===== src/rtl/conv_kxk_mc_calc.sv =====
// conv_kxk_mc_calc: pipelined KxK signed convolution MAC that accumulates one
// output pixel over a framed group of input channels (in_first .. in_last).
// Build option: define CONV_RELU_EN to clamp negative results to zero
// (applied to result only; the running accumulator is never clamped).
//
// Ports:
//   clk, rst              rising-edge clock, asynchronous active-high reset
//   in_valid/in_ready     input beat handshake (in_ready = ~stall, combinational)
//   in_first, in_last     group framing flags travelling with the beat
//   data_win, weight_win  K*K taps, row-major, tap r*K+c at [(r*K+c)*W +: W]
//   bias                  group bias, used on the first beat of a group
//   result, out_valid     group result and its valid flag
//   out_ready             downstream accept
module conv_kxk_mc_calc #(
  parameter int unsigned K      = 3,
  parameter int unsigned DATA_W = 8,
  parameter int unsigned WGT_W  = 8,
  parameter int unsigned BIAS_W = 16,
  parameter int unsigned ACC_W  = 32
) (
  input  logic                      clk,
  input  logic                      rst,
  input  logic                      in_valid,
  output logic                      in_ready,
  input  logic                      in_first,
  input  logic                      in_last,
  input  logic [K*K*DATA_W-1:0]     data_win,
  input  logic [K*K*WGT_W-1:0]      weight_win,
  input  logic [BIAS_W-1:0]         bias,
  output logic [ACC_W-1:0]          result,
  output logic                      out_valid,
  input  logic                      out_ready
);

  localparam int unsigned TAPS   = K * K;
  localparam int unsigned PROD_W = DATA_W + WGT_W;

  logic                     stall;

  logic signed [PROD_W-1:0] prod_c [TAPS];
  logic signed [PROD_W-1:0] s1_prod [TAPS];
  logic                     s1_valid, s1_first, s1_last;
  logic [BIAS_W-1:0]        s1_bias;

  logic signed [ACC_W-1:0]  sum_c;
  logic [ACC_W-1:0]         s2_sum;
  logic                     s2_valid, s2_first, s2_last;
  logic [BIAS_W-1:0]        s2_bias;

  logic [ACC_W-1:0]         acc;
  logic                     grp_open;
  logic [ACC_W-1:0]         base_c, new_c, res_c;

  // Whole pipeline freezes while a finished result waits for downstream.
  assign stall    = out_valid & ~out_ready;
  assign in_ready = ~stall;

  // Per-tap signed products.
  always_comb begin
    for (int i = 0; i < int'(TAPS); i++) begin
      prod_c[i] = PROD_W'($signed(data_win[i*DATA_W +: DATA_W])) *
                  PROD_W'($signed(weight_win[i*WGT_W +: WGT_W]));
    end
  end

  // Adder tree over the registered products, sign-extended to ACC_W.
  always_comb begin
    sum_c = '0;
    for (int i = 0; i < int'(TAPS); i++) begin
      sum_c = sum_c + ACC_W'(s1_prod[i]);
    end
  end

  // A beat with no open group behaves as a first beat and loads the bias.
  always_comb begin
    base_c = (s2_first | ~grp_open) ? ACC_W'($signed(s2_bias)) : acc;
    new_c  = base_c + s2_sum;
`ifdef CONV_RELU_EN
    res_c  = new_c[ACC_W-1] ? '0 : new_c;
`else
    res_c  = new_c;
`endif
  end

  // S1 / S2 / S3 registers; everything holds while stalled.
  always_ff @(posedge clk or posedge rst) begin
    if (rst) begin
      for (int i = 0; i < int'(TAPS); i++) s1_prod[i] <= '0;
      s1_valid  <= 1'b0;
      s1_first  <= 1'b0;
      s1_last   <= 1'b0;
      s1_bias   <= '0;
      s2_sum    <= '0;
      s2_valid  <= 1'b0;
      s2_first  <= 1'b0;
      s2_last   <= 1'b0;
      s2_bias   <= '0;
      acc       <= '0;
      grp_open  <= 1'b0;
      result    <= '0;
      out_valid <= 1'b0;
    end else if (!stall) begin
      s1_prod   <= prod_c;
      s1_valid  <= in_valid;
      s1_first  <= in_first;
      s1_last   <= in_last;
      s1_bias   <= bias;

      s2_sum    <= sum_c;
      s2_valid  <= s1_valid;
      s2_first  <= s1_first;
      s2_last   <= s1_last;
      s2_bias   <= s1_bias;

      // Clears on transfer unless a new result lands on the same edge.
      out_valid <= s2_valid & s2_last;
      if (s2_valid) begin
        acc <= new_c;
        if (s2_last) begin
          result   <= res_c;
          grp_open <= 1'b0;
        end else begin
          grp_open <= 1'b1;
        end
      end
    end
  end

endmodule


===== config.mk =====
export PLATFORM = sky130hd
export DESIGN_NAME = conv_kxk_mc_calc
export DESIGN_NICKNAME = d
export VERILOG_FILES = /design/src/rtl/conv_kxk_mc_calc.sv
export SDC_FILE = /design/constraint.sdc
export NUM_CORES = 2
export LEC_CHECK = 0
export CORE_ASPECT_RATIO = 1.5
export CORE_UTILIZATION = 60
export DETAILED_ROUTE_END_ITERATION = 7
export PLACE_DENSITY = 0.91
export SLEW_MARGIN = 20
export SYNTH_ARGS = -nofsm -noshare
export SYNTH_HDL_FRONTEND = slang
export SYNTH_SLANG_ARGS = --single-unit

===== constraint.sdc =====
create_clock -name clk -period 11.45 [get_ports clk]
set_input_delay 2.29 -clock clk [delete_from_list [all_inputs] [get_ports clk]]
set_output_delay 2.29 -clock clk [all_outputs]
set_load 0.005 [all_outputs]

Yosys cells after proc, flatten, opt, wreduce, memory -nomap -nowiden --
Index checks and enable logic that the tools add are counted. W data, S select, Z words.
Storage, ports and cells: bits in registers 280, input port bits 166, output and inout bits 34, word-level logic and storage cells 50
Operators by class: add/subtract/negate cells 9, multipliers 9, mux-type cells 2, bitwise operators 6, reduce and logical (&&, ||, !) cells 2
Operators with widths (number):
- $mul A8 B8 Y16 | 9
- $add A32 B32 Y32 | 1
- $mux W32 | 1
- $add A23 B16 Y24 | 1
- $add A22 B16 Y23 | 1
- $add A21 B16 Y22 | 1
- $add A20 B16 Y21 | 1
- $add A19 B16 Y20 | 1
- $add A18 B16 Y19 | 1
- $add A17 B16 Y18 | 1
- $add A16 B16 Y17 | 1
- $not A1 Y1 | 3
- $reduce_and A3 Y1 | 1
- $and A1 B1 Y1 | 2
- $reduce_and A2 Y1 | 1
- $mux W1 | 1
- $or A1 B1 Y1 | 1

Depth between registers and ports, before layout --
word-level depth 8, mapped depth 17, gate-level depth less buffers 17

Worst setup path before layout --
Ideal clock, no wire load.
kind input-to-reg, from in data_win[15], to reg s1_prod[126] in the netlist's numbering, arrival 5.978 ns, required time 11.330 ns, setup slack 5.352 ns, stages 12, buffers on the path 0, cell sequence and2_1 -> fa_1 -> inv_1 -> fa_1 -> fa_1 -> inv_1 -> fa_1 -> ha_1 -> or3_1 -> o211a_1 -> or3_1 -> a31o_2
On the way: longest elaborated chain between the ends 1
Ends and longest elaborated chain:
- start: declaration | line 27 | input logic [K*K*DATA_W-1:0] data_win,
- $mul A8 B8 Y16 | line 61 | prod_c[i] = PROD_W'($signed(data_win[i*DATA_W +: DATA_W])) *
- end signal: assignment | line 103 | s1_prod <= prod_c;
- end: declaration | line 41 | logic signed [PROD_W-1:0] s1_prod [TAPS];
Every way passes these cells. A chain may end at the register's enable or synchronous reset.

Worst setup path in the final report --
from in weight_win[34], to reg s1_prod[79] in the netlist's numbering
On the way: longest elaborated chain between the ends 1
Ends and longest elaborated chain:
- start: declaration | line 28 | input logic [K*K*WGT_W-1:0] weight_win,
- $mul A8 B8 Y16 | line 61
Every way passes these cells.

==> impl_metrics.ini <==
[outcome]
outcome = finished with violations
violations = design-rule violations

[clocking]
ctsHtreeMaxLevel = 1
clk_latency_ns = 0.58
cts_root_buf = clkbuf_16
cts_resized = 0
cts_sinks = 272
cts.path.max_buffers = 3
clkSlewWorstSetupHoldPaths_ns = 0.07
ctsHoldBuffers = 0
cts_setup_buffers = 0
cts_tree = yes
cts_buffers = 28

[synthesis]
synthFlopType = dfrtp_1
ys_seq_area_frac = 0.1813
synth_edf_count = 0
yosysUniqueCellTypes = 67
synthCells = 4094
syn-num-nets = 5184
ys_ff_latch = 272
yosys_warnings = 0
async_flop_share = 1.000
avgSynthCellArea_um2 = 9.170
syn-cell-area_mm2 = 0.03754

[floorplanning]
initial_utilization = 0.6102
die_area_mm2 = 0.06359
coreArea_mm2 = 0.06153
std_cell_rows = 111
die_h_um = 308.4
die_w_um = 206.2
pin_count = 200

[worst_setup_path]
path_max_fanout = 8
cp_cell_sequence = clkdlybuf4s50_1 -> and2_1 -> fa_1 -> inv_1 -> fa_1 -> fa_1 -> fa_1 -> inv_1 -> ha_1 -> o21ai_0 -> nor2_1 -> a2111oi_0 -> o311a_1 -> a21oi_1 -> xnor2_1 -> o21ai_0
reg2reg_slack_ns = 6.44
slowest_stage = a2111oi_0
critPathCaptureType = register
crit_type = input pin to register
worstRegToRegCells = 15
critical_path.startpoint_type = input pin
worstPathRequired_ns = 11.87
r2r_end = s2_sum[18]
rr_startpoint = s1_prod[66]
cp_common_cell = fa_1
critPathArrivalTime_ns = 6.90
critPathMaxStageDelay_ns = 0.67

[sta]
fin_worst_hold_slack_ns = 0.4696
tightest_slew_ns = 1.064
period_share = 0.5660
relSlewSlack = 0.2906
slew_violations = 0
skew_ns = 0.02879
setup_tns_ns = 0
hold_violations = 0
rsz0062_at_grt = false
setup_violations = 0
fmax_ghz = 0.1543
finalWorstPathRequiredPeriod_ns = 6.481

[place]
dp_hpwl_mm = 75.98
place_congestion = 0.9658
port_buffers = 199

[final_layout]
area_growth_pct = 10.31
fin_nets = 5350
antenna_cells = 0
final_util = 0.6731
drive_gt1_frac = 0.02686
fillers = 4624

[detailed_routing]
firstDrtPassIters = 8
drt_iter0_drc = 1972
num_vias = 28420
drtAntennaViolNets = 0
vias_per_cell = 5.603
wl_mm = 91.65
route.detailed.drc = 34
avgRoutedWirePerCell_um = 18.07

[worst_hold_path]
hold_end = s2_bias[15]
holdPathStages = 2
min_path_type = register to register
min_from = s2_bias[15]

[global_route]
grt_usage = 0.3044
grt_max_degree = 178
grt_pass1_vias = 31200
grt_pass1_wl_mm = 153.1
antenna_found_initial = 0
grt-ovfl-total = 0

[flow_run]
max-cap-violations = 0
-- cells in the final DEF, fill, tap and decap left out, types with 16 or more instances in the layout --
master / n
and2_1: 372
or3_1: 16
a211oi_1: 36
nor3_1: 34
nand2b_1: 43
dfrtp_1: 272
nor2b_1: 17
mux2_2: 26
nand2_1: 585
inv_1: 830
xnor2_1: 115
clkdlybuf4s50_1: 199
nand3_1: 23
clkbuf_16: 28
a21o_1: 42
o21ai_0: 180
xor2_1: 35
nor2_1: 144
ha_1: 313
o21a_1: 51
fa_1: 611
o31ai_1: 30
a21oi_1: 109
-- per-stage QoR --
step,instance area (µm²),worst slack [ns],cells
after global routing,41410,4.563,5073
after CTS,41410,4.982,5073
after floorplan,37540,1.665,4094
final,41410,4.969,5073
after global placement,40350,4.518,5021
after detailed placement,40350,4.388,5021
-- flip-flops by register name, indices dropped and copies added, names as in the netlist, 16 cells and up --
name     count
s1_prod    144
result      32
s2_bias     16
s2_sum      24
acc         32
s1_bias     16
-- cell type report --
cell class	instances	area (µm²)	area share
flip-flops and latches	272	6807	0.1644
well taps	791	989.7	0.02390
clock inverters	15	242.7	0.005862
clock buffers	37	814.5	0.01967
inverters	832	3136	0.07572
multi-input cells	2917	27340	0.6603
repair buffers	209	2079	0.05022
-- Yosys cell counts (43+ instances only) --
| cell | number | share of area |
|---|---|---|
| a21oi_1 | 109 | 0.015 |
| and2_1 | 372 | 0.062 |
| clkbuf_1 | 60 | 0.0060 |
| dfrtp_1 | 272 | 0.18 |
| fa_1 | 611 | 0.33 |
| ha_1 | 313 | 0.10 |
| inv_1 | 831 | 0.083 |
| nand2_1 | 585 | 0.058 |
| nand2b_1 | 43 | 0.0072 |
| nor2_1 | 144 | 0.014 |
| o21a_1 | 51 | 0.010 |
| o21ai_0 | 180 | 0.024 |
| xnor2_1 | 115 | 0.027 |
-- critical path: cells and delay by family --
| kind | cells | cell delay, ns |
|---|---|---|
| AOI/OAI and AO/OA | 5 | 1.30 |
| and+or+nand+nor | 2 | 0.31 |
| adders and majority gates | 5 | 2.16 |
| buffers and inverters | 3 | 0.69 |
| xor gates and xnor gates | 1 | 0.14 |
-- metal layers --
metal | vias up | global-route usage | share of wire
li1 | 13010 | - | -
met1 | 14150 | 0.3305 | 0.35
met2 | 911 | 0.5632 | 0.54
met3 | 358 | 0.03191 | 0.043
met4 | 0 | 0.1814 | 0.070
met5 | - | 0 | 0
-- cells by family after synthesis --
logic type      after synthesis  share of synthesized area
simple gates               1273                     0.1622
fa+ha+maj                   924                     0.4301
buf+inv                     905                    0.09065
compound gates              542                    0.09232
flops                       272                     0.1813
xor+xnor                    150                    0.03500
mux                          28                   0.008332
-- worst max-delay path by stage --
stage / cells past startpoint / from / endpoint / slack [ns]
after CTS: 17 / weight_win[34] / s1_prod[79] / 4.98
after detailed placement: 17 / weight_win[34] / s1_prod[79] / 4.39
final: 16 / weight_win[34] / s1_prod[79] / 4.97
after global routing: 16 / weight_win[34] / s1_prod[77] / 4.56
after global placement: 16 / weight_win[56] / s1_prod[31] / 4.52
after floorplan: 1 / rst / acc[0] / 1.66
Power is left out: the tool's default activity adds up to more than one toggle a clock period on the data nets, which glitch-free logic cannot reach.
